[src/rtl/image_mem_arbiter.sv]
// image_mem_arbiter
// Arbitrates a single-port sprite image memory between the VGA display read
// path and the HPS loader write path. Reads normally win; writes are buffered
// in an in-order queue and drained on idle cycles, or in a forced slot once
// reads have starved the queue for STARVE_LIMIT consecutive grants.
//
// Ports
//   clk50, reset                     clock, async active-high reset
//   wr_req/wr_addr/wr_data           loader write push
//   wr_full, wq_empty, overflow      queue status; overflow is sticky
//   clr_overflow                     clears overflow (a same-edge drop wins)
//   rd_req/rd_addr                   display read request
//   rd_gnt                           combinational read accept
//   rd_valid/rd_data                 read return, 2 cycles after accept
//   mem_a/mem_we/mem_din/mem_dout    registered sync-RAM port
//   arb_state                        op issued at last edge: 0 IDLE, 1 RD, 2 WR
//
// state  | meaning
// IDLE   | no memory operation issued
// RD     | display read issued to memory
// WR     | queue head written to memory
module image_mem_arbiter #(
  parameter int ADDR_W       = 20,
  parameter int DATA_W       = 24,
  parameter int WQ_DEPTH     = 4,
  parameter int STARVE_LIMIT = 8
) (
  input  logic              clk50,
  input  logic              reset,
  input  logic              wr_req,
  input  logic [ADDR_W-1:0] wr_addr,
  input  logic [DATA_W-1:0] wr_data,
  output logic              wr_full,
  output logic              wq_empty,
  output logic              overflow,
  input  logic              clr_overflow,
  input  logic              rd_req,
  input  logic [ADDR_W-1:0] rd_addr,
  output logic              rd_gnt,
  output logic              rd_valid,
  output logic [DATA_W-1:0] rd_data,
  output logic [ADDR_W-1:0] mem_a,
  output logic              mem_we,
  output logic [DATA_W-1:0] mem_din,
  input  logic [DATA_W-1:0] mem_dout,
  output logic [1:0]        arb_state
);

  localparam int PTR_W = (WQ_DEPTH > 1) ? $clog2(WQ_DEPTH) : 1;
  localparam int CNT_W = $clog2(WQ_DEPTH + 1);
  localparam int SC_W  = $clog2(STARVE_LIMIT + 1);

  typedef enum logic [1:0] {
    ST_IDLE = 2'd0,
    ST_RD   = 2'd1,
    ST_WR   = 2'd2
  } op_t;

  op_t op_q, op_next;

  logic [ADDR_W-1:0] wq_addr [WQ_DEPTH];
  logic [DATA_W-1:0] wq_data [WQ_DEPTH];
  logic [PTR_W-1:0]  wr_ptr, rd_ptr;
  logic [CNT_W-1:0]  wq_cnt;
  logic [SC_W-1:0]   starve_cnt;
  logic              push, pop, force_wr;
  logic              rd_pipe1, rd_pipe2;

  assign wq_empty = (wq_cnt == '0);
  assign wr_full  = (wq_cnt == CNT_W'(WQ_DEPTH));
  assign push     = wr_req & ~wr_full;
  assign force_wr = (starve_cnt == SC_W'(STARVE_LIMIT)) & ~wq_empty;
  assign rd_gnt   = rd_req & ~force_wr;
  assign pop      = (op_next == ST_WR);
  assign arb_state = op_q;

  // A push this edge is not visible to the issue decision until the next
  // edge, since wq_empty reflects the registered count.
  always_comb begin
    op_next = ST_IDLE;
    if (rd_gnt)
      op_next = ST_RD;
    else if (!wq_empty)
      op_next = ST_WR;
  end

  always_ff @(posedge clk50 or posedge reset) begin
    if (reset) op_q <= ST_IDLE;
    else       op_q <= op_next;
  end

  // Queue storage holds no observable state while empty, so it needs no reset.
  always_ff @(posedge clk50) begin
    if (push) begin
      wq_addr[wr_ptr] <= wr_addr;
      wq_data[wr_ptr] <= wr_data;
    end
  end

  always_ff @(posedge clk50 or posedge reset) begin
    if (reset) begin
      wr_ptr     <= '0;
      rd_ptr     <= '0;
      wq_cnt     <= '0;
      starve_cnt <= '0;
      overflow   <= 1'b0;
      mem_a      <= '0;
      mem_we     <= 1'b0;
      mem_din    <= '0;
      rd_pipe1   <= 1'b0;
      rd_pipe2   <= 1'b0;
      rd_valid   <= 1'b0;
      rd_data    <= '0;
    end else begin
      if (push) wr_ptr <= wr_ptr + PTR_W'(1);
      if (pop)  rd_ptr <= rd_ptr + PTR_W'(1);
      case ({push, pop})
        2'b10:   wq_cnt <= wq_cnt + CNT_W'(1);
        2'b01:   wq_cnt <= wq_cnt - CNT_W'(1);
        default: wq_cnt <= wq_cnt;
      endcase

      if (wr_req && wr_full) overflow <= 1'b1;
      else if (clr_overflow) overflow <= 1'b0;

      if (wq_empty || pop)
        starve_cnt <= '0;
      else if (rd_gnt && starve_cnt != SC_W'(STARVE_LIMIT))
        starve_cnt <= starve_cnt + SC_W'(1);

      mem_we <= 1'b0;
      case (op_next)
        ST_RD: mem_a <= rd_addr;
        ST_WR: begin
          mem_a   <= wq_addr[rd_ptr];
          mem_din <= wq_data[rd_ptr];
          mem_we  <= 1'b1;
        end
        default: ;
      endcase

      // mem_dout is valid one cycle after the RAM samples mem_a.
      rd_pipe1 <= (op_next == ST_RD);
      rd_pipe2 <= rd_pipe1;
      rd_valid <= rd_pipe2;
      if (rd_pipe2) rd_data <= mem_dout;
    end
  end

endmodule

[config.mk]
export PLATFORM = sky130hd
export DESIGN_NAME = image_mem_arbiter
export DESIGN_NICKNAME = d
export VERILOG_FILES = /design/src/rtl/image_mem_arbiter.sv
export SDC_FILE = /design/constraint.sdc
export NUM_CORES = 1
export LEC_CHECK = 0
export ABC_AREA = 1
export ABC_CLOCK_PERIOD_IN_PS = 3850
export BUFFER_PORTS_ARGS = -buffer_cell sky130_fd_sc_hd__buf_2
export CORE_MARGIN = 2
export CORE_UTILIZATION = 56
export DETAILED_ROUTE_END_ITERATION = 6
export PLACE_DENSITY = 0.79
export SETUP_SLACK_MARGIN = 0.5
export SYNTH_ARGS = -nofsm -noshare
export SYNTH_HDL_FRONTEND = slang
export SYNTH_SLANG_ARGS = --single-unit
[constraint.sdc]
create_clock -name clk50 -period 3.85 [get_ports clk50]
set_input_delay 0.1925 -clock clk50 [delete_from_list [all_inputs] [get_ports clk50]]
set_output_delay 0.1925 -clock clk50 [all_outputs]
set_load 0.05 [all_outputs]
==> results.txt, run 1 <==
The layout has 1,186 filler cells. The number of setup buffers added after CTS came out at 0. The capture instance of the worst register-to-register path is wq_cnt[2].

Prior to clock tree synthesis, the placed netlist has a worst setup slack of 1.59 ns. The core utilization of the finished layout is 0.723. The final critical path time including I/O delays and setup is 2.26 ns. The detailed-route vias per instance came out at 5.26. The final design area excluding fillers came out at 13,000 µm². The worst setup skew after layout is 0.0116 ns.

The clock sink count came out at 262. On the final layout, the worst hold slack is 0.0220 ns. The first-pass GRT wire length is 36,300 µm. The fraction of final layout cells sized beyond drive strength 1 came out at 0.228.

The signal arrival time at the worst endpoint is 2.67 ns. Setup slack closes at 1.59 ns. STA puts the critical path data required time at 4.26 ns. The floorplan step defined a die boundary enclosing 19,400 µm². The leakage power of the design came out at 5.53 nW.

The startpoint identified for the worst hold timing path is rd_addr[4]. For this configuration, the core starts out at a cell density of 0.569. The placement-stage cell area is 11,300 µm². The routing usage on met1 is 0.305. The first-pass detailed-route iteration total is 5. The floorplan step defined a core boundary enclosing 18,000 µm². The vertical die dimension came out at 139 µm. The number of port buffers is 168. The detailed router placed 7,137 vias in this run. The number of warnings issued by yosys came out at 0. The most used flip-flop cell after synthesis is sky130_fd_sc_hd__edfxtp_1. The tightest min-delay check is of the input pin to flop type. The worst register-to-register path has a setup slack of 1.59 ns. Counting cells, the worst reg-to-reg path comes to 11. The power after layout is 10.1 mW. The final layout contains routed wiring with a total length of 22,900 µm. In this run the power density over the cells is 774 nW/µm². The kind of start point of the critical path is a flop. The commonest cells after synthesis are sky130_fd_sc_hd__nand2_1, sky130_fd_sc_hd__edfxtp_1, sky130_fd_sc_hd__dfrtp_1, sky130_fd_sc_hd__nand3_1, sky130_fd_sc_hd__nor2_1. The summed instance area of the synthesized netlist is 10,200 µm². The cell with the most instances after synthesis is sky130_fd_sc_hd__nand2_1. The number of clock buffers added by TritonCTS is 26.

The horizontal die dimension came out at 139 µm. Setup repair after global routing left no endpoint under its margin. The post-detailed-placement half-perimeter wirelength is 12,000 µm.

The number of placement rows came out at 49. The final hold violation count is 0. met2 is the most crowded layer. The pin count of the biggest net entering global routing is 91. The clock transition time at the flip-flop clock pins of the worst setup and hold paths is 0.06 ns. The number of storage elements in the synthesis netlist came out at 262. The path with the worst hold slack has its endpoint at mem_a[4].

The average wire length per cell after detail routing is 16.9 µm. The met3 routing resource usage after global routing is 0.0407. The maximum net fanout on the critical path came out at 8. After synthesis, the mean cell area works out to 12.0 µm². Clock tree synthesis selected as its root buffer the cell sky130_fd_sc_hd__clkbuf_16. The highest attainable clock frequency came out at 0.442 GHz. The placer congestion estimate is 0.776.

The number of setup violations in the final report came out at 0. By startpoint and endpoint, the worst setup path is classified as flop to flop. The number of max-cap violations came out at 0. The number of nets produced by synthesis is 953.

The global router's overall resource usage came out at 0.235. In this run the number of H-tree levels came out at 1. The post-route antenna net violation count is 0. The number of buffers on the longest clock path is 3.

Counting tap cells, the placed design contains a total of 1,216 instances. The worst register-to-register path begins at wq_cnt[0]. The hold-critical path depth is 5.

The post-detailed-route DRC marker count came out at 0. Headroom to the max-slew limit came out at 0.257. The clock latency at the later pin of the worst-skew pair came out at 0.53 ns. The area share of the leading cell type in the synthesized netlist is 0.517. The met2 track utilization from global routing is 0.406.

The count of flip-flops with a built-in enable after synthesis came out at 176. The flow ran to the end, and the final reports show no timing, DRC or antenna violations. The distinct cell type count after synthesis is 25. TritonCTS built the clock tree. The summed negative setup slack over all endpoints came out at 0 ns. After technology mapping, the gate count stands at 852. The number of antenna violations at the first check in global routing came out at 1. The category of the worst setup path capture point is a flop. The max-slew violation count is 0.

The via count of the first global-routing pass came out at 7,160. For this run, the post-layout net count is 1,207. The overall overflow remaining after global route came out at 0. The detailed router's first-iteration violation count came out at 544. The share of synthesized registers carrying an async set or reset came out at 0.328. The layout-stage area growth over the synthesis result came out at 27.0%. Yosys attributes the largest share of cell area to sky130_fd_sc_hd__edfxtp_1, sky130_fd_sc_hd__dfrtp_1, sky130_fd_sc_hd__nand2_1, sky130_fd_sc_hd__nand3_1, sky130_fd_sc_hd__mux2_2. The largest total area in the synthesized netlist belongs to sky130_fd_sc_hd__edfxtp_1. The total I/O pin count came out at 169. IR analysis of the VDD net gives a maximum drop of 0.639 mV. The portion of the clock cycle consumed by the worst path in the final layout is 0.588. The count of non-filler cells in the finished layout came out at 1,356. The transition time at the pin with the least slew margin is 1.12 ns.

The sequential area share after synthesis came out at 0.727.
## flip-flops by register name, summed over array words and instances (netlist names)
signal	count
rd_valid	1
rd_pipe1	1
rd_pipe2	1
wq_cnt	3
starve_cnt	4
overflow	1
rd_ptr	2
mem_we	1
mem_din	24
arb_state	2
wr_ptr	2
wq_data	96
mem_a	20
wq_addr	80
rd_data	24
## area by class of cell
type                            count  area (µm²)  area share
Clock buffer                       36         729      0.0561
Antenna cell                        1        2.50    0.000193
Inverter                           43         166      0.0128
Multi-Input combinational cell    504        2450       0.189
Tap cell                          229         287      0.0221
Sequential cell                   262        7440       0.573
Timing Repair Buffer              269        1830       0.141
Clock inverter                     12        86.3     0.00665
## critical path, stage by stage (launching register included)
cell and delay, ns:
sky130_fd_sc_hd__dfrtp_1 0.40, sky130_fd_sc_hd__inv_2 0.08, sky130_fd_sc_hd__nand2_2 0.07, sky130_fd_sc_hd__inv_1 0.06
sky130_fd_sc_hd__nand2_1 0.05, sky130_fd_sc_hd__nand2_1 0.39, sky130_fd_sc_hd__ha_1 0.23, sky130_fd_sc_hd__inv_1 0.07
sky130_fd_sc_hd__fa_1 0.37, sky130_fd_sc_hd__a21oi_1 0.14, sky130_fd_sc_hd__o21ai_0 0.13, sky130_fd_sc_hd__xnor2_1 0.15
## per-layer routing
layer  routed length, µm  share of wire
met1                9060           0.40
met2               11600           0.51
met3                1760          0.077
met4                 467          0.020
met5                   0              0
## kinds of logic (layout without fill, tap and decap cells)
family	count (synthesis)	count (layout)	synth area share
AO/OA/AOI/OAI	83	83	0.0458
XOR/XNOR	5	5	0.00428
adder cells (fa/ha/maj)	8	8	0.0105
buffers and inverters	86	360	0.0358
flip-flops	262	262	0.727
multiplexers	24	24	0.0264
other	0	1	0
AND/OR/NAND/NOR	384	384	0.150
## how the worst max path moves through the flow
stage | startpoint | slack, ns | cells after the start | end
final | wq_cnt[0] | 1.59 | 11 | wq_cnt[2]
after global routing | wq_cnt[0] | 1.29 | 11 | wq_cnt[2]
after CTS | wq_cnt[0] | 1.59 | 11 | wq_cnt[2]
after detailed placement | wq_cnt[0] | 1.59 | 11 | wq_cnt[2]
after global placement | wq_cnt[0] | 1.67 | 11 | wq_cnt[2]
after floorplan | wq_cnt[0] | 0.78 | 6 | wq_addr[0][0]
## report_power, final
| group | leakage, nW | total [mW] | internal (mW) | switching [mW] |
|---|---|---|---|---|
| Clock | 0.391 | 2.39 | 1.39 | 1.01 |
| Sequential | 2.63 | 4.02 | 3.75 | 0.276 |
| Combinational | 2.51 | 3.63 | 0.935 | 2.70 |
## cells in the final DEF, fill, tap and decap left out, types with 6 or more instances in the layout
cell and n:
sky130_fd_sc_hd__inv_2 6, sky130_fd_sc_hd__dfrtp_1 84, sky130_fd_sc_hd__clkbuf_1 7, sky130_fd_sc_hd__ha_1 7, sky130_fd_sc_hd__o21ai_0 34, sky130_fd_sc_hd__clkinv_1 6
sky130_fd_sc_hd__clkbuf_16 27, sky130_fd_sc_hd__nor2_1 56, sky130_fd_sc_hd__edfxtp_1 176, sky130_fd_sc_hd__mux2_2 24, sky130_fd_sc_hd__inv_1 34, sky130_fd_sc_hd__nand2_1 260
sky130_fd_sc_hd__buf_2 168, sky130_fd_sc_hd__nand3_1 61, sky130_fd_sc_hd__o21ai_1 18, sky130_fd_sc_hd__dlygate4sd3_1 91, sky130_fd_sc_hd__buf_4 10, sky130_fd_sc_hd__o22ai_1 24
## timing repair
action / 4_1_cts / 5_1_grt
resized for setup: 0 / 0
endpoints found under the hold margin: 243 / 0
hold buffers: 91 / 0
Power figures use the tool's default switching activity.
==> run 2: changes to the inputs <==
--- a/config.mk
+++ b/config.mk
@@ -6,12 +6,12 @@
 export NUM_CORES = 1
 export LEC_CHECK = 0
 export ABC_AREA = 1
-export ABC_CLOCK_PERIOD_IN_PS = 3850
+export ABC_CLOCK_PERIOD_IN_PS = 2000
 export BUFFER_PORTS_ARGS = -buffer_cell sky130_fd_sc_hd__buf_2
 export CORE_MARGIN = 2
-export CORE_UTILIZATION = 56
+export CORE_UTILIZATION = 51
 export DETAILED_ROUTE_END_ITERATION = 6
-export PLACE_DENSITY = 0.79
+export PLACE_DENSITY = 0.76
 export SETUP_SLACK_MARGIN = 0.5
 export SYNTH_ARGS = -nofsm -noshare
 export SYNTH_HDL_FRONTEND = slang
==> constraint.sdc (replaced) <==
create_clock -name clk50 -period 2 [get_ports clk50]
set_input_delay 0.1 -clock clk50 [delete_from_list [all_inputs] [get_ports clk50]]
set_output_delay 0.1 -clock clk50 [all_outputs]
set_load 0.05 [all_outputs]
==> run 2 against run 1 <==
Register-to-register slack lost 1.5 ns. Hold slack improved by 0.26 ns. Global-route usage grew 0.67 points. Design area grew 16%. Die area grew 9.5%. Largest cell class unchanged. Highest routed layer unchanged.
==> results.txt, run 2 (synthesis results as in run 1) <==
Status: completed (unchanged). The startpoint of the most critical register-to-register path is starve_cnt[0] (was wq_cnt[0]). The via count of the first global-routing pass came out at 7,560 (was 7,160). The storage element area came to 7440 µm² (about the same). The number of setup violations in the final report is 0 (unchanged).

The relative contribution of sequential cells to total power came to 0.340 (was 0.400). The vertical die dimension is 146 µm (was 139 µm). The number of H-tree levels came out at 1 (unchanged).

The post-route antenna net violation count is 0 (unchanged). The first-pass GRT wire length came out at 40,400 µm (was 36,300 µm). The start point of the critical path is starve_cnt[0] (was wq_cnt[0]).

The number of antenna violations at the first check in global routing is 0 (was 1). The CTS buffer count was 26 (unchanged). The net switching fraction of the power came out at 0.389 (was 0.396).

The capture instance of the worst register-to-register path is wq_cnt[2] (unchanged). The type of the most critical hold path was input pin to asynchronous set/reset pin (was input pin to flop). The depth of the most critical reg-to-reg path is 10 (was 11). The fraction of final layout cells sized beyond drive strength 1 was 0.359 (was 0.228). The pin count of the biggest net entering global routing is 90 (was 91).

The clock tree from TritonCTS is built (unchanged). Largest registers in the final layout: wq_data x96, wq_addr x80 (unchanged). The via total after detailed routing is 7,946 (was 7,137). The horizontal die dimension is 146 µm (was 139 µm).

The final worst hold slack is 0.286 ns (was 0.0220 ns). The layout-stage area growth over the synthesis result came out at 47.7% (was 27.0%). The destination of the critical timing path was wq_cnt[2] (unchanged). The summed negative setup slack over all endpoints came out at 0 ns (unchanged). The number of max-cap violations came out at 0 (unchanged). The register-to-register setup slack is 0.1 ns (was 1.59 ns). The number of buffers on the longest clock path is 3 (unchanged). The clock transition time at the flip-flop clock pins of the worst setup and hold paths came out at 0.06 ns (about the same). The power per standard cell area came out at 1530 nW/µm² (was 774 nW/µm²). The maximum net fanout on the critical path is 3 (was 8). Top library cells by usage in the layout, fill and taps aside: sky130_fd_sc_hd__nand2_1, sky130_fd_sc_hd__edfxtp_1, sky130_fd_sc_hd__buf_2 (unchanged). The cell-internal power is 14.1 mW (was 6.07 mW). The highest attainable clock frequency was 0.525 GHz (was 0.442 GHz). The kind of start point of the critical path was a flop (unchanged). The average wire length per cell after detail routing was 19.8 µm (was 16.9 µm).

The portion of the clock cycle consumed by the worst path in the final layout came out at 0.952 (was 0.588). The category of the worst setup path capture point is a flop (unchanged). The detailed-route vias per instance is 5.38 (was 5.26).

The leakage power of the design is 6.48 nW (was 5.53 nW). The clock sink count came out at 262 (unchanged). The most common cell after layout, fill and taps aside was sky130_fd_sc_hd__nand2_1 (unchanged).

The number of flip-flops under the largest register name is 96 (unchanged). The endpoint required time on the critical path came out at 2.41 ns (was 4.26 ns). The net switching power was 9.01 mW (was 3.98 mW). The startpoint-to-endpoint class of the critical path was flop to flop (unchanged). The filler cell count in the final layout was 1,094 (was 1,186). The core utilization of the finished layout came out at 0.771 (was 0.723). The detailed router's first-iteration violation count was 703 (was 544).

The transition time at the pin with the least slew margin is 0.718 ns (was 1.12 ns). The proportion of power drawn by the clock network came to 0.228 (was 0.238). The antenna diode instance count was 0 (was 1).

The first-pass detailed-route iteration total is 5 (unchanged). The worst slew slack as a fraction of its limit came out at 0.521 (was 0.257). The post-detailed-placement half-perimeter wirelength came to 12,800 µm (was 12,000 µm). The cell at the root of the clock tree is sky130_fd_sc_hd__clkbuf_16 (unchanged).

The number of placement rows came out at 51 (was 49). The number of placed instances, taps included is 1,265 (was 1,216). The proportion of power drawn by combinational gates came out at 0.432 (was 0.361).

The clock latency at the later pin of the worst-skew pair is 0.53 ns (about the same). The area of the core is 19,600 µm² (was 18,000 µm²). The total I/O pin count came to 169 (unchanged).

The overall overflow remaining after global route came out at 0 (unchanged). The worst setup skew after layout is 0.0163 ns (was 0.0116 ns). The final-stage net count was 1,293 (was 1,207).

The final hold violation count came out at 0 (unchanged). The count of non-filler cells in the finished layout came out at 1,477 (was 1,356). The multi-input combinational cell area came to 2840 µm² (was 2450 µm²). The final critical path time including I/O delays and setup came out at 1.90 ns (was 2.26 ns). The post-detailed-route DRC marker count came out at 0 (unchanged). The routed wire length is 29,200 µm (was 22,900 µm).

RSZ-0062 raised after global routing: true (was false). The max-slew violation count is 0 (unchanged). The global router's overall resource usage came to 0.241 (was 0.235). The placer congestion estimate came to 0.752 (was 0.776). The largest register by flop count is wq_data (unchanged).

The signal arrival time at the worst endpoint is 2.31 ns (was 2.67 ns). The number of port buffers is 168 (unchanged). The maximum ir drop on the vdd rail came out at 1.10 mV (was 0.639 mV). The power after layout is 23.2 mW (was 10.1 mW). The starting utilization of the core area is 0.522 (was 0.569).

The total die area came to 21,200 µm² (was 19,400 µm²).
==> run 2: changes by cell type in the layout (fill, tap and decap cells not counted), sizes merged, moves of 2 or more <==
cell | before | now
buf | 178 | 250
clkbuf | 36 | 41
bufinv | 1 | 5
bufbuf | 0 | 3
clkinv | 11 | 13
inv | 41 | 39
==> run 2: per-layer routing <==
| layer | part of all wire | global-route usage | wire (µm) |
|---|---|---|---|
| met1 | 0.38 | 0.300 | 11000 |
| met2 | 0.51 | 0.440 | 14900 |
| met3 | 0.081 | 0.0386 | 2380 |
| met4 | 0.033 | 0.0652 | 971 |
| met5 | 0 | 0 | 0 |
==> run 2: how the worst min path moves through the flow <==
| stage | start | end | slack (ns) | cells after the start |
|---|---|---|---|---|
| after floorplan | rd_req | arb_state[1] | 0.19 | 1 |
| after global placement | reset | rd_data[15] | 0.25 | 3 |
| after detailed placement | reset | rd_data[15] | 0.26 | 3 |
| after CTS | reset | starve_cnt[0] | 0.27 | 4 |
| after global routing | clr_overflow | overflow | 0.30 | 3 |
| final | reset | rd_data[15] | 0.29 | 4 |
==> run 2: final cells by class <==
class / count / share of cell area
tap: 265 / 0.0220
sequential: 262 / 0.493
clock buffer: 31 / 0.0477
clock inverter: 17 / 0.0146
multi-input combinational: 504 / 0.188
timing repair buffer: 355 / 0.223
inverter: 43 / 0.0121
==> run 2: stage by stage <==
step	area (µm²)	worst slack, ns
2_1_floorplan	10300	-0.0237
3_3_place_gp	11600	0.146
3_5_place_dp	11600	0.0811
4_1_cts	14300	0.142
5_1_grt	15100	0.0153
6_report	15100	0.0954
==> run 2: power groups by stage <==
stage / registers [mW] / logic (mW) / clock network [mW]
final: 7.86 / 10.0 / 5.29
after global routing: 7.96 / 10.6 / 5.52
after detailed placement: 7.79 / 7.22 / 0
after floorplan: 9.53 / 3.44 / 0
after global placement: 7.76 / 7.07 / 0
after CTS: 7.69 / 8.62 / 5.27
==> run 2: critical path, cell delays in order, from the launching register on <==
cell and delay (ns):
sky130_fd_sc_hd__dfrtp_1 0.40, sky130_fd_sc_hd__inv_2 0.08, sky130_fd_sc_hd__ha_4 0.13, sky130_fd_sc_hd__nand3_4 0.08
sky130_fd_sc_hd__a21oi_4 0.18, sky130_fd_sc_hd__ha_4 0.17, sky130_fd_sc_hd__inv_4 0.04, sky130_fd_sc_hd__fa_2 0.34
sky130_fd_sc_hd__a21oi_2 0.14, sky130_fd_sc_hd__o21ai_1 0.09, sky130_fd_sc_hd__xnor2_1 0.13
==> run 2: repair_timing <==
| item | CTS | global route |
|---|---|---|
| hold buffers | 92 | 0 |
| pin swaps | 4 | 44 |
| gates cloned | 15 | 11 |
| buffers inserted | 29 | 17 |
| gates resized for setup | 50 | 125 |
| hold endpoints to repair | 308 | 0 |
| endpoints found under the setup margin | 228 | 227 |
